`src/rtl/alu_share_arb_pkg.sv`:
```
// Shared constants and types for the alu_share_arb slice: FSM state
// encodings, ALU function codes and the condition-code layout.
package alu_share_arb_pkg;

  // Arbiter FSM encodings, kept as plain constants for legacy compatibility
  localparam logic [1:0] ARB_IDLE = 2'd0;
  localparam logic [1:0] ARB_EXEC = 2'd1;
  localparam logic [1:0] ARB_RESP = 2'd2;

  // OPq function codes understood by the shared ALU
  localparam logic [3:0] FUN_ADDQ = 4'h0;
  localparam logic [3:0] FUN_SUBQ = 4'h1;
  localparam logic [3:0] FUN_ANDQ = 4'h2;
  localparam logic [3:0] FUN_XORQ = 4'h3;

  // Condition codes come out of reset as "zero result"
  localparam logic [2:0] CC_RESET = 3'b100;

  typedef struct packed {
    logic zf;
    logic sf;
    logic of;
  } cc_t;

endpackage

```
`src/rtl/alu_share_arb_rr_pick.sv`:
```
// 2-way request picker for the shared ALU.
// Macro ALU_ARB_FIXED_PRIO_EN: port 0 always wins a contest (i_last_grant ignored);
// otherwise the port not granted last wins when both request.
module alu_rr_pick
  import alu_share_arb_pkg::*;
(
  input  logic [1:0] i_valid,
  input  logic       i_last_grant,
  output logic [1:0] o_grant
);

  // One-hot grant from the current requests
  always_comb begin
    o_grant = '0;
`ifdef ALU_ARB_FIXED_PRIO_EN
    if (i_valid[0]) begin
      o_grant = 2'b01;
    end else if (i_valid[1]) begin
      o_grant = 2'b10;
    end
`else
    if (&i_valid) begin
      o_grant = i_last_grant ? 2'b01 : 2'b10;
    end else begin
      o_grant = i_valid;
    end
`endif
  end

endmodule

```
`src/rtl/alu_share_arb.sv`:
```
// alu_share_arb: shares one 64-bit ALU between the execute stage (port 0,
// may update CC) and address generation (port 1, never touches CC).
// One op in flight: IDLE -> EXEC -> RESP -> IDLE. Owns the ZF/SF/OF register.
// Macro ALU_ARB_FIXED_PRIO_EN selects fixed priority (port 0) in alu_rr_pick.
module alu_share_arb
  import alu_share_arb_pkg::*;
#(
  parameter int unsigned DATA_W = 64,
  parameter int unsigned FUN_W  = 4
) (
  input  logic              clk_i,
  input  logic              rst_i,
  input  logic              flush_i,
  input  logic              p0_valid_i,
  output logic              p0_ready_o,
  input  logic [DATA_W-1:0] p0_aluA_i,
  input  logic [DATA_W-1:0] p0_aluB_i,
  input  logic [FUN_W-1:0]  p0_fun_i,
  input  logic              p0_set_cc_i,
  output logic              p0_rvalid_o,
  input  logic              p0_rready_i,
  output logic [DATA_W-1:0] p0_valE_o,
  input  logic              p1_valid_i,
  output logic              p1_ready_o,
  input  logic [DATA_W-1:0] p1_aluA_i,
  input  logic [DATA_W-1:0] p1_aluB_i,
  input  logic [FUN_W-1:0]  p1_fun_i,
  output logic              p1_rvalid_o,
  input  logic              p1_rready_i,
  output logic [DATA_W-1:0] p1_valE_o,
  output logic [2:0]        cc_o,
  output logic              busy_o
);

  logic [1:0]        r_state;
  logic              r_owner;
  logic              r_last_grant;
  logic              r_set_cc;
  logic [DATA_W-1:0] r_aluA;
  logic [DATA_W-1:0] r_aluB;
  logic [FUN_W-1:0]  r_fun;
  logic [DATA_W-1:0] r_p0_valE;
  logic [DATA_W-1:0] r_p1_valE;
  cc_t               r_cc;

  logic              w_idle;
  logic [1:0]        w_req;
  logic [1:0]        w_grant;
  logic              w_p0_flush;
  logic [DATA_W-1:0] w_valE;
  cc_t               w_flags;

  assign w_idle     = (r_state == ARB_IDLE);
  // A flush in IDLE suppresses the port-0 request for that cycle only
  assign w_req      = {p1_valid_i, p0_valid_i & ~flush_i};
  assign w_p0_flush = flush_i & ~r_owner;

  alu_rr_pick u_pick (
    .i_valid      (w_req),
    .i_last_grant (r_last_grant),
    .o_grant      (w_grant)
  );

  assign p0_ready_o  = w_idle & w_grant[0];
  assign p1_ready_o  = w_idle & w_grant[1];
  assign p0_rvalid_o = (r_state == ARB_RESP) & ~r_owner & ~flush_i;
  assign p1_rvalid_o = (r_state == ARB_RESP) & r_owner;
  assign p0_valE_o   = r_p0_valE;
  assign p1_valE_o   = r_p1_valE;
  assign cc_o        = r_cc;
  assign busy_o      = ~w_idle;

  // Shared ALU on the latched operands; SUBQ computes B - A (valB - valA)
  always_comb begin
    w_valE     = '0;
    w_flags.of = 1'b0;
    case (r_fun)
      FUN_ADDQ: begin
        w_valE     = r_aluB + r_aluA;
        w_flags.of = (r_aluA[DATA_W-1] == r_aluB[DATA_W-1]) &&
                     (w_valE[DATA_W-1] != r_aluA[DATA_W-1]);
      end
      FUN_SUBQ: begin
        w_valE     = r_aluB - r_aluA;
        w_flags.of = (r_aluA[DATA_W-1] != r_aluB[DATA_W-1]) &&
                     (w_valE[DATA_W-1] != r_aluB[DATA_W-1]);
      end
      FUN_ANDQ: w_valE = r_aluB & r_aluA;
      FUN_XORQ: w_valE = r_aluB ^ r_aluA;
      default:  w_valE = '0;
    endcase
    w_flags.zf = (w_valE == '0);
    w_flags.sf = w_valE[DATA_W-1];
  end

  // Arbiter FSM, operand capture, result and CC registers
  always_ff @(posedge clk_i) begin
    if (rst_i) begin
      r_state      <= ARB_IDLE;
      r_owner      <= 1'b0;
      r_last_grant <= 1'b1;
      r_set_cc     <= 1'b0;
      r_aluA       <= '0;
      r_aluB       <= '0;
      r_fun        <= '0;
      r_p0_valE    <= '0;
      r_p1_valE    <= '0;
      r_cc         <= CC_RESET;
    end else begin
      case (r_state)
        ARB_IDLE: begin
          if (|w_grant) begin
            r_owner      <= w_grant[1];
            r_last_grant <= w_grant[1];
            r_aluA       <= w_grant[1] ? p1_aluA_i : p0_aluA_i;
            r_aluB       <= w_grant[1] ? p1_aluB_i : p0_aluB_i;
            r_fun        <= w_grant[1] ? p1_fun_i  : p0_fun_i;
            r_set_cc     <= w_grant[0] & p0_set_cc_i;
            r_state      <= ARB_EXEC;
          end
        end
        ARB_EXEC: begin
          if (w_p0_flush) begin
            r_state <= ARB_IDLE;
          end else begin
            if (r_owner) begin
              r_p1_valE <= w_valE;
            end else begin
              r_p0_valE <= w_valE;
              if (r_set_cc) begin
                r_cc <= w_flags;
              end
            end
            r_state <= ARB_RESP;
          end
        end
        ARB_RESP: begin
          if (w_p0_flush) begin
            r_state <= ARB_IDLE;
          end else if (r_owner ? p1_rready_i : p0_rready_i) begin
            r_state <= ARB_IDLE;
          end
        end
        default: r_state <= ARB_IDLE;
      endcase
    end
  end

endmodule
```
`config.mk`:
```
export PLATFORM = sky130hd
export DESIGN_NAME = alu_share_arb
export DESIGN_NICKNAME = d
export VERILOG_FILES = /design/src/rtl/alu_share_arb_pkg.sv /design/src/rtl/alu_share_arb_rr_pick.sv /design/src/rtl/alu_share_arb.sv
export SDC_FILE = /design/constraint.sdc
export NUM_CORES = 1
export LEC_CHECK = 0
export ABC_AREA = 1
export CAP_MARGIN = 20
export CORE_ASPECT_RATIO = 1.1
export CORE_UTILIZATION = 70
export DETAILED_ROUTE_END_ITERATION = 8
export DONT_BUFFER_PORTS = 1
export PLACE_DENSITY = 0.86
export SLEW_MARGIN = 20
export SYNTH_ARGS = -nofsm -noshare
export SYNTH_HDL_FRONTEND = slang
export SYNTH_HIERARCHICAL = 1
export SYNTH_SLANG_ARGS = --single-unit
```
`constraint.sdc`:
```
create_clock -name clk_i -period 4.35 [get_ports clk_i]
set_input_delay 0.2175 -clock clk_i [delete_from_list [all_inputs] [get_ports clk_i]]
set_output_delay 0.2175 -clock clk_i [all_outputs]
set_load 0.01 [all_outputs]
```
==> summary.md, run 1 <==
| Metric | Value |
|---|---|
| Post-synthesis net count | 4818 |
| Row cnt | 72 |
| Initial Utilization | between 70% and 80% |
| Primary FF master, synth | dfxtp_1 |
| Synthesized netlist cell count | 4416 |
| Synthesis Warnings | 6 |
| Area of the mapped netlist | 0.0253 mm^2 |
| Root buffer cell | clkbuf_16 |
| Sequential share of the synthesized area | 21.2% |
| EDFF count, synth | 0 |
| Avg Inst Size Synth | between 5 and 6 um^2 |
| Cts bufs inserted | 25 |
| Log Error | [ERROR GRT-0232] Routing congestion too high. Check the congestion heatmap in the GUI. |
| Total track usage | approximately three quarters |
| Share of synthesized registers carrying an async set or reset | 0% |
| Die width | approximately 180 um |
| H-tree depth | 1 |
| Port bufs | 0 |
| Placed Area | 0.0250 mm^2 |
| Grt ovf | 42 |
| Outcome | did not finish |
| Worst slack, placed | just under 1 ns |
| Setup bufs post-CTS | 0 |
| Post-DP HPWL | about 75000 um |
| Stopped at | global routing (5_1_grt) |
| Synth unique cells | 47 |
| I/O pins | slightly above 400 |
| Pin count of the biggest net entering global routing | 121 |
| Clk buf depth | 3 |
| Clock sink count | 268 |
| Synth Register Bits | 268 |
| Initial antenna violation count | 21 |
| Placer Congestion | roughly 1.2 |
| Chip Height | 201 um |
## stage by stage
step,std cells,util [%]
detailed placement,4721,70.8
CTS,5034,80.8
floorplan,4416,-
global placement,4721,70.8
## routing by layer
layer  overflow  global-route usage (%)
met5          1                    39.5
met2         10                    91.1
met4         21                    65.8
met1          3                    78.3
met3          7                    58.8
## cell families after synthesis
group / after synthesis / synth area share (%)
compound gates: 698 / 15.8
xor+xnor: 4 / 0.139
fa+ha+maj: 130 / 6.50
buf+inv: 1075 / 17.4
flops: 268 / 21.2
simple gates: 2241 / 38.9
## synth_stat cells (all sizes together), types with 2 or more instances
cell type  instances  area (um^2)
nand2           1443         5540
inv              875         3290
nor2             435         2110
o21ai            290         1450
nand3            273         1500
dfxtp            268         5370
a31oi            134          838
a21oi            130          684
ha               128         1600
clkbuf           109          414
buf               88          693
o22ai             53          332
o21bai            47          353
nand4             42          263
o211ai            37          278
nor3              23          221
nand3b            17          131
or2                4         25.0
xor2               4         35.0
a21boi             3         22.5
and2               3         18.8
clkinv             3         11.3
a21o               2         15.0
fa                 2         40.0
## timing repair
action                                 4_1_cts
resized for setup                            0
hold buffers                               270
endpoints found under the hold margin      175
==> run 2: changes to the inputs <==
Settings changed: CORE_ASPECT_RATIO 1.1 to default, CORE_UTILIZATION 70 to 40, PLACE_DENSITY 0.86 to default, PLACE_DENSITY_LB_ADDON from default to 0.15.
==> summary.md, run 2 <==
| Metric | Value |
|---|---|
| Outcome | finished, final reports clean (was did not finish) |
| Placer Congestion | 1.05 (was 1.16) |
| Area contributors post-synth | dfxtp_1 (21%), nand2_1 (21%), inv_1 (12%) (unchanged) |
| CTS tree | yes |
| Avg Inst Size Synth | 5.72 um^2 (unchanged) |
| Vias in the first global route | ~26000 |
| Final period utilization | 91.8% |
| Max-cap viol count | 0 |
| Post_cts resized | 0 (unchanged) |
| Root buffer cell | clkbuf_16 (unchanged) |
| Maximum fanout along the worst path | 9 |
| Power per Cell Area | 392 mW/mm^2 |
| Cts hold-fix bufs | 270 (unchanged) |
| Core area | 0.0621 mm^2 |
| Sequential share of the synthesized area | 21.2% (unchanged) |
| Non-Filler Instances | 5416 |
| Clock-pin slew on the worst setup and hold paths | 0.06 ns |
| Register area | roughly 0.0054 mm^2 |
| Design area | 0.0293 mm^2 |
| Area of the mapped netlist | 0.0253 mm^2 (unchanged) |
| Setup bufs post-CTS | 0 (unchanged) |
| Most frequent cells in the layout | nand2_1 (1397), inv_1 (824), nor2_1 (316) |
| Cts bufs inserted | 30 (was 25) |
| I/O pins | 408 (unchanged) |
| Dpl cells | 5090 (was 4721) |
| Clock sink count | 268 (unchanged) |
| Port bufs | 0 (unchanged) |
| Drt first pass iters | 7 |
| Most common cell after layout, fill and taps aside | nand2_1 |
| Post-DP HPWL | 84500 um (was 74800 um) |
| Chip Height | 253 um (was 201 um) |
| Fin crit period | 3.99 ns |
| Leading area contributor after synthesis | dfxtp_1 (unchanged) |
| Total track usage | between 30 and 40% |
| Hold/Removal Path Class | in -> reg |
| CP Launch Type | register |
| Layout Nets | 4957 |
| Slew Viols, Final | 0 |
| Maximum clock frequency | 251 MHz |
| Layout cells sized above 1 | 7.82% |
| EDFF count, synth | 0 (unchanged) |
| Multi-input gate area | about 0.016 mm^2 |
| Share of synthesized registers carrying an async set or reset | 0% (unchanged) |
| Primary FF master, synth | dfxtp_1 (unchanged) |
| Worst-Margin Slew | between 0.8 and 0.9 ns |
| Post-synthesis net count | 4818 (unchanged) |
| Synthesis Warnings | 6 (unchanged) |
| H-tree depth | 1 (unchanged) |
| Initial Utilization | 40.7% (was 71.5%) |
| Leakage | 15.4 nW |
| Top-area cell type share of the netlist area | 21.2% (unchanged) |
| Post-route core utilization | between 40% and 50% |
| Overall power | 11.5 mW |
| Post-Route WL | between 100000 and 150000 um |
| Synthesized netlist cell count | 4416 (unchanged) |
| Routed Antenna Nets | 0 |
| WL/cell | 19.6 um |
| First-pass GRT wire length | approximately 160000 um |
| Fin Clk Skew | roughly 0.015 ns |
| FILL cells | around 6600 |
| Die width | 253 um (was 183 um) |
| Synth Register Bits | 268 (unchanged) |
| CP required | approximately 4.9 ns |
| Commonest cells in the synthesized netlist | nand2_1 (1398), inv_1 (825), nor2_1 (319), o21ai_0 (284), dfxtp_1 (268) (unchanged) |
| Max_slew headroom | roughly two fifths |
| Post-DR vias/cell | 5.25 |
| Clk_lat worst skew | 0.60 ns |
| Final Setup Violations | 0 |
| Number of diodes | 0 |
| Fin worst setup slack | about 0.36 ns |
| Peak supply drop | about 0.24 mV |
| Residual DRC count | 0 |
| Row cnt | 91 (was 72) |
| Hold Slack | 0.0496 ns |
| Placed Area | 0.0255 mm^2 (was 0.0250 mm^2) |
| Critical Path AT | approximately 4.5 ns |
| Clk buf depth | 3 (unchanged) |
| Synth unique cells | 47 (unchanged) |
| Worst setup EP type | register |
| RSZ-0062 raised after global routing | no |
| Most numerous cell in the Yosys netlist | nand2_1 (unchanged) |
| Grt ovf | 0 |
| Setup_tns | 0 ns |
| Initial antenna violation count | 1 |
| DRT iter0 DRCs | 2984 |
| Worst slack, placed | 0.637 ns (was 0.975 ns) |
| Critical path type | reg -> reg |
| Area growth from synthesis to layout | 15.9% |
| Fin. Hold Viols | 0 |
| Pin count of the biggest net entering global routing | 188 |
| Vias | 28500 |
| Die ar. | about 0.064 mm^2 |
run 2: cell counts after synthesis:
No cell type changed its count.
run 2: report_power, final:
group	internal, mW	switching [mW]	total, mW
Clock	1.53	1.12	2.64
Sequential	2.69	0.270	2.96
Combinational	1.74	4.13	5.87
run 2: kinds of logic after synthesis:
group,Yosys count,synth area share (%)
and+or+nand+nor,2241,38.9
buffers and inverters,1075,17.4
AOI/OAI and AO/OA,698,15.8
DFF,268,21.2
adders and majority gates,130,6.50
xor gates and xnor gates,4,0.139
run 2: worst paths after layout:
| kind | from | end | slack [ns] | cells past startpoint |
|---|---|---|---|---|
| setup / recovery | r_aluA[8] | cc_o[2] | 0.36 | 20 |
| hold / removal | p1_valid_i | r_set_cc | 0.05 | 6 |
| setup reg to reg | r_aluA[8] | cc_o[2] | 0.36 | 20 |
| hold reg to reg | r_set_cc | r_set_cc | 0.47 | 2 |
run 2: per-layer routing:
metal	wire length [um]	GRT usage, %	vias up
li1	-	-	14000
met1	48800	46.7	13000
met2	43800	48.4	1303
met3	10300	5.48	179
met4	3310	9.89	2
met5	13	0	-
run 2: cell type report:
type	count	share of cell area [%]
Tap cell	837	3.58
Multi-Input combinational cell	3073	53.1
Clock inverter	15	0.538
Inverter	878	11.3
Clock buffer	41	2.98
Sequential cell	268	18.3
Timing Repair Buffer	304	10.2
run 2: critical path, cell delays in order (launching register included):
cell and delay, ns:
dfxtp_1 0.37, inv_1 0.06, ha_1 0.56, nand2_1 0.21
nor2_1 0.38, nand3_1 0.17, nand3_1 0.26, nand2_1 0.08
nand2_1 0.38, nand3_1 0.34, nand2_1 0.14, nand2_1 0.06
nand3_1 0.12, nand3_2 0.12, nor2_1 0.10, nand2_1 0.06
nor2_1 0.22, nand2_1 0.09, nor2_1 0.09, nand2_1 0.06
nand2_1 0.05
(Power assumes the default switching activity.)
